File: src/rtl/uart_rx_fifo.sv
// uart_rx_fifo: oversampled UART receiver with parity/stop checking
// and a first-word-fall-through output FIFO.
// Ports: clk, rst (sync, active high), sample_tick (OVERSAMPLE x baud),
//  rx (async serial in); out_data/out_valid/out_ready pop handshake;
//  busy, frame_err/parity_err (1-clk pulses), overflow (sticky), fifo_count.
module uart_rx_fifo #(
    parameter int DATA_BITS  = 8,
    parameter int OVERSAMPLE = 16,
    parameter int PARITY     = 0,
    parameter int STOP_BITS  = 1,
    parameter int FIFO_DEPTH = 8
) (
    input  logic                         clk,
    input  logic                         rst,
    input  logic                         sample_tick,
    input  logic                         rx,
    output logic [DATA_BITS-1:0]         out_data,
    output logic                         out_valid,
    input  logic                         out_ready,
    output logic                         busy,
    output logic                         frame_err,
    output logic                         parity_err,
    output logic                         overflow,
    output logic [$clog2(FIFO_DEPTH):0]  fifo_count
);
    localparam int CNT_W = $clog2(OVERSAMPLE);
    localparam int PTR_W = $clog2(FIFO_DEPTH);
    localparam int FCW   = PTR_W + 1;
    localparam logic [CNT_W-1:0] MID  = CNT_W'(OVERSAMPLE / 2 - 1);
    localparam logic [CNT_W-1:0] LAST = CNT_W'(OVERSAMPLE - 1);
    localparam logic [3:0] LAST_DATA  = 4'(DATA_BITS - 1);
    localparam logic [3:0] LAST_STOP  = 4'(STOP_BITS - 1);
    localparam logic [FCW-1:0] FULL_N = FCW'(FIFO_DEPTH);

    typedef enum logic [2:0] {IDLE, START, DATA, PAR, STOP} state_t;

    state_t               state_q, state_d;
    logic                 rx_m_q, rx_m_d;
    logic                 rx_s_q, rx_s_d;
    logic [CNT_W-1:0]     cnt_q, cnt_d;
    logic [3:0]           bit_q, bit_d;
    logic [DATA_BITS-1:0] shift_q, shift_d;
    logic                 ferr_q, ferr_d;
    logic                 perr_q, perr_d;
    logic                 busy_q, busy_d;
    logic                 done;
    logic                 par_exp;
    logic                 push_q, push_d;
    logic [DATA_BITS-1:0] word_q, word_d;
    logic                 frame_err_q, frame_err_d;
    logic                 parity_err_q, parity_err_d;

    logic [DATA_BITS-1:0] mem_q [FIFO_DEPTH];
    logic [PTR_W-1:0]     wr_q, wr_d;
    logic [PTR_W-1:0]     rd_q, rd_d;
    logic [FCW-1:0]       count_q, count_d;
    logic [FCW-1:0]       left;
    logic [DATA_BITS-1:0] head_q, head_d;
    logic                 ovf_q, ovf_d;
    logic                 full, pop, wr_en;

    assign rx_m_d  = rx;
    assign rx_s_d  = rx_m_q;
    assign par_exp = (PARITY == 2) ? ~^shift_q : ^shift_q;

    always_comb begin
        state_d = state_q;
        cnt_d   = cnt_q;
        bit_d   = bit_q;
        shift_d = shift_q;
        ferr_d  = ferr_q;
        perr_d  = perr_q;
        busy_d  = busy_q;
        done    = 1'b0;
        if (sample_tick) begin
            unique case (state_q)
                IDLE: begin
                    if (!rx_s_q) begin
                        state_d = START;
                        cnt_d   = '0;
                    end
                end
                START: begin
                    if (cnt_q == MID) begin
                        cnt_d = '0;
                        if (rx_s_q) begin
                            state_d = IDLE;
                        end else begin
                            state_d = DATA;
                            bit_d   = '0;
                            busy_d  = 1'b1;
                            ferr_d  = 1'b0;
                            perr_d  = 1'b0;
                        end
                    end else begin
                        cnt_d = cnt_q + CNT_W'(1);
                    end
                end
                DATA: begin
                    if (cnt_q == LAST) begin
                        cnt_d   = '0;
                        shift_d = {rx_s_q, shift_q[DATA_BITS-1:1]};
                        bit_d   = bit_q + 4'd1;
                        if (bit_q == LAST_DATA) begin
                            bit_d   = '0;
                            state_d = (PARITY != 0) ? PAR : STOP;
                        end
                    end else begin
                        cnt_d = cnt_q + CNT_W'(1);
                    end
                end
                PAR: begin
                    if (cnt_q == LAST) begin
                        cnt_d   = '0;
                        perr_d  = (rx_s_q != par_exp);
                        state_d = STOP;
                    end else begin
                        cnt_d = cnt_q + CNT_W'(1);
                    end
                end
                STOP: begin
                    if (cnt_q == LAST) begin
                        cnt_d = '0;
                        if (!rx_s_q) ferr_d = 1'b1;
                        if (bit_q == LAST_STOP) begin
                            state_d = IDLE;
                            busy_d  = 1'b0;
                            done    = 1'b1;
                        end else begin
                            bit_d = bit_q + 4'd1;
                        end
                    end else begin
                        cnt_d = cnt_q + CNT_W'(1);
                    end
                end
                default: state_d = IDLE;
            endcase
        end
        // Flags use this frame's final error state, including the last stop sample.
        push_d       = done && !ferr_d && !perr_d;
        frame_err_d  = done && ferr_d;
        parity_err_d = done && perr_d;
        word_d       = done ? shift_q : word_q;
    end

    always_comb begin
        full    = (count_q == FULL_N);
        pop     = (count_q != '0) && out_ready;
        wr_en   = push_q && (!full || pop);
        ovf_d   = ovf_q | (push_q && full && !pop);
        wr_d    = wr_en ? wr_q + PTR_W'(1) : wr_q;
        rd_d    = pop ? rd_q + PTR_W'(1) : rd_q;
        count_d = count_q;
        if (wr_en && !pop) count_d = count_q + FCW'(1);
        else if (!wr_en && pop) count_d = count_q - FCW'(1);
        // Head after this cycle: next stored entry, else the word being written.
        left = count_q - {{(FCW-1){1'b0}}, pop};
        if (left == '0) head_d = wr_en ? word_q : head_q;
        else head_d = mem_q[rd_d];
    end

    always_ff @(posedge clk) begin
        if (wr_en) mem_q[wr_q] <= word_q;
    end

    always_ff @(posedge clk) begin
        if (rst) begin
            state_q      <= IDLE;
            rx_m_q       <= 1'b1;
            rx_s_q       <= 1'b1;
            cnt_q        <= '0;
            bit_q        <= '0;
            shift_q      <= '0;
            ferr_q       <= 1'b0;
            perr_q       <= 1'b0;
            busy_q       <= 1'b0;
            push_q       <= 1'b0;
            word_q       <= '0;
            frame_err_q  <= 1'b0;
            parity_err_q <= 1'b0;
            wr_q         <= '0;
            rd_q         <= '0;
            count_q      <= '0;
            head_q       <= '0;
            ovf_q        <= 1'b0;
        end else begin
            state_q      <= state_d;
            rx_m_q       <= rx_m_d;
            rx_s_q       <= rx_s_d;
            cnt_q        <= cnt_d;
            bit_q        <= bit_d;
            shift_q      <= shift_d;
            ferr_q       <= ferr_d;
            perr_q       <= perr_d;
            busy_q       <= busy_d;
            push_q       <= push_d;
            word_q       <= word_d;
            frame_err_q  <= frame_err_d;
            parity_err_q <= parity_err_d;
            wr_q         <= wr_d;
            rd_q         <= rd_d;
            count_q      <= count_d;
            head_q       <= head_d;
            ovf_q        <= ovf_d;
        end
    end

    assign out_data   = head_q;
    assign out_valid  = (count_q != '0);
    assign busy       = busy_q;
    assign frame_err  = frame_err_q;
    assign parity_err = parity_err_q;
    assign overflow   = ovf_q;
    assign fifo_count = count_q;
endmodule
File: config.mk
export PLATFORM = sky130hd
export DESIGN_NAME = uart_rx_fifo
export DESIGN_NICKNAME = d
export VERILOG_FILES = /design/src/rtl/uart_rx_fifo.sv
export SDC_FILE = /design/constraint.sdc
export NUM_CORES = 1
export LEC_CHECK = 0
export ABC_AREA = 0
export CAP_MARGIN = 30
export CORE_ASPECT_RATIO = 1.4
export CORE_MARGIN = 2
export CORE_UTILIZATION = 55
export CTS_BUF_LIST = sky130_fd_sc_hd__clkbuf_16
export DETAILED_ROUTE_END_ITERATION = 8
export PLACE_DENSITY = 0.73
export SETUP_SLACK_MARGIN = 0.3
export SYNTH_ARGS = -nofsm -noshare
export SYNTH_HDL_FRONTEND = slang
export SYNTH_SLANG_ARGS = --single-unit
File: constraint.sdc
create_clock -name clk -period 3.1 [get_ports clk]
set_input_delay 0.31 -clock clk [delete_from_list [all_inputs] [get_ports clk]]
set_output_delay 0.31 -clock clk [all_outputs]
set_load 0.02 [all_outputs]
==> flow_metrics.env <==
export IMPL_status="complete, no violations"
export IMPL_dp_hpwl_mm=8.248
export IMPL_io_buffers=21
export IMPL_drv_cap=0
export IMPL_crit_chain="or4b_4 -> o21ai_4 -> inv_2 -> ha_1 -> inv_1 -> ha_1 -> a21o_1 -> a21oi_1 -> xnor2_1 -> or3_1 -> a21oi_1"
export IMPL_fin_worst_skew_ps=10.23
export IMPL_slew_headroom_pct=44.37
export IMPL_synthTopCellsByArea="edfxtp_1 34%, dfxtp_1 19%, mux4_2 11%"
export IMPL_cts_resized=0
export IMPL_overflow=0
export IMPL_max_freq_mhz=377.9
export IMPL_dp_cells=607
export IMPL_crit_buf_inv=2
export IMPL_instances_no_fill=639
export IMPL_grt_pass1_vias=3861
export IMPL_layout_min_cycle_time_ps=2646
export IMPL_die_h_um=124.4
export IMPL_synth_top_area_share_pct=33.77
export IMPL_r2r_start="fifo_count[0]$_SDFFE_PP0P_"
export IMPL_clock_latency_ps=410
export IMPL_viasPerCell=6.036
export IMPL_critPathRequiredTime_ps=3440
export IMPL_grt_setup_unrepaired="false"
export IMPL_wl_per_cell_um=18.90
export IMPL_grt_antenna_before_repair=0
export IMPL_clk_pin_slew_worst_paths_ps=60
export IMPL_critPathLaunch="fifo_count[0]$_SDFFE_PP0P_"
export IMPL_yosys_top_cells_count="64 x edfxtp_1, 54 x dfxtp_1, 43 x nor2_1"
export IMPL_grt_usage_pct=22.90
export IMPL_hold_path_class="flip-flop to flip-flop"
export IMPL_row_count=43
export IMPL_min_from="rx_m_q$_SDFF_PP1_"
export IMPL_yosysSeqAreaShare_pct=52.77
export IMPL_ant_nets=0
export IMPL_worst_path_dominant_cell_family="simple AND/OR/NAND/NOR gates"
export IMPL_r2r_setup_slack_ps=450
export IMPL_cpMaxStageDelayCell="or4b_4"
export IMPL_worstPathMaxFanout=8
export IMPL_htree_levels=4
export IMPL_synthArstFlopShare_pct=0
export IMPL_setup_violations=0
export IMPL_first_pass_iters=5
export IMPL_initial_core_util_pct=56.86
export IMPL_synth_cell_types=59
export IMPL_path_depth=11
export IMPL_crit_arrival_ps=2980
export IMPL_finalHoldViolations=0
export IMPL_drc=0
export IMPL_area_delta_synth_final_pct=19.35
export IMPL_grt_pass1_wl_mm=19.73
export IMPL_cts_tree="built"
export IMPL_fp_coreArea_um2=10010
export IMPL_synth_ff_type="edfxtp_1"
export IMPL_gp_congestion=0.8598
export IMPL_cp_slowest_stage_delay_ps=560
export IMPL_peakVddDrop_uv=753.1
export IMPL_clk_path_buf_depth=2
export IMPL_yosysTopAreaCell="edfxtp_1"
export IMPL_critPathLaunchType="flip-flop"
export IMPL_fin_nets=506
export IMPL_drt_iter0_markers=245
export IMPL_yosysMostFrequentCell="edfxtp_1"
export IMPL_grt_max_degree=37
export IMPL_yosys_warnings=0
export IMPL_netlist_instances=456
export IMPL_cts_sinks=118
export IMPL_synth_edf_count=64
export IMPL_power_density_nw_per_um2=743.2
export IMPL_vias=3857
export IMPL_synth_cell_area_um2=5690
export IMPL_report_power_total_mw=5.048
export IMPL_hold_ws_ps=410.1
export IMPL_drive_above_1_share_pct=22.02
export IMPL_synth_area_per_cell_um2=12.48
export IMPL_leakagePower_nw=2.549
export IMPL_die_area_um2=11190
export IMPL_finalCritPeriodShare_pct=85.37
export IMPL_worst_pin_slew_ps=824.0
export IMPL_cts_buffers_inserted=17
export IMPL_worstRegToRegCells=11
export IMPL_die_width_um=89.97
export IMPL_n_antenna_cell=0
export IMPL_r2r_end="fifo_count[3]$_SDFFE_PP0P_"
export IMPL_syn_num_nets=471
export IMPL_drt_total_wl_mm=12.07
export IMPL_setup_tns_ps=0
export IMPL_drv_slew=0
export IMPL_io_pins=22
export IMPL_cts_hold_buf=0
export IMPL_cp_end_kind="flip-flop"
export IMPL_synth_seq_cells=118
export IMPL_postCtsSetupBuffers=0
export IMPL_cts_root_buffer="clkbuf_16"
export IMPL_critPathCapture="fifo_count[3]$_SDFFE_PP0P_"
export IMPL_path_class="flip-flop to flip-flop"
routing by layer:
layer | part of all wire [%] | global-route usage [%]
met1 | 39 | 26.83
met2 | 54 | 40.86
met3 | 5.1 | 4.598
met4 | 2.5 | 9.593
met5 | 0 | 0
metrics by stage:
step | setup slack [ps] | area (um^2) | util (%)
2_1_floorplan | 302.0 | 5694 | -
3_3_place_gp | 426.2 | 6117 | 61.13
3_5_place_dp | 377.6 | 6117 | 61.13
4_1_cts | 443.5 | 6792 | 67.87
5_1_grt | 352.7 | 6792 | 67.87
6_report | 453.7 | 6792 | 67.87
where the power goes:
part | total [mW] | switching, mW | internal [mW]
Clock | 2.22 | 0.707 | 1.51
Combinational | 1.06 | 0.569 | 0.492
Sequential | 1.77 | 0.0712 | 1.70
layout make-up:
class	instances	area [um^2]
fillers	722	3216
flip-flops and latches	118	3008
multi-input cells	300	2522
clock buffers	17	425.4
repair buffers	43	375.4
clock inverters	15	249.0
well taps	135	168.9
inverters	11	42.54
worst min-delay path by stage:
| stage | to | cells after the start |
|---|---|---|
| CTS | rx_s_q$_SDFF_PP1_ | 1 |
| global route | rx_s_q$_SDFF_PP1_ | 1 |
| floorplan | rx_s_q$_SDFF_PP1_ | 1 |
| detailed placement | rx_s_q$_SDFF_PP1_ | 1 |
| global placement | rx_s_q$_SDFF_PP1_ | 1 |
| finish | rx_s_q$_SDFF_PP1_ | 1 |
state kept, by name, indices dropped and copies added (netlist names):
signal and cells:
rx_s_q 1, parity_err 1, out_data 8, ferr_q 1, fifo_count 4, perr_q 1, wr_q 3, state_q 3
push_q 1, overflow 1, busy 1, frame_err 1, rx_m_q 1, cnt_q 4, bit_q 4, shift_q 8
mem_q 64, word_q 8, rd_q 3
logic make-up (layout without fill, tap and decap cells):
logic type / Yosys count / count (layout) / share of synthesized area (%)
flip-flops: 118 / 118 / 52.77
AO/OA/AOI/OAI: 69 / 69 / 7.850
AND/OR/NAND/NOR: 125 / 125 / 10.60
buffers and inverters: 38 / 86 / 3.100
multiplexers: 79 / 79 / 20.36
adder cells (fa/ha/maj): 10 / 10 / 2.331
XOR/XNOR: 17 / 17 / 2.990
layout by cell type, fill, tap and decap left out, types with 14 or more instances in the layout:
cell type	synthesis	routed
mux2_2	14	14
o21ai_0	18	18
dfxtp_1	54	50
edfxtp_1	64	64
buf_4	2	22
clkbuf_16	0	17
mux2i_1	37	37
nand3_1	15	15
mux4_2	28	28
a21oi_1	23	23
clkdlybuf4s50_1	0	21
nand2_1	29	29
nor2_1	43	43
(Power assumes the default switching activity.)
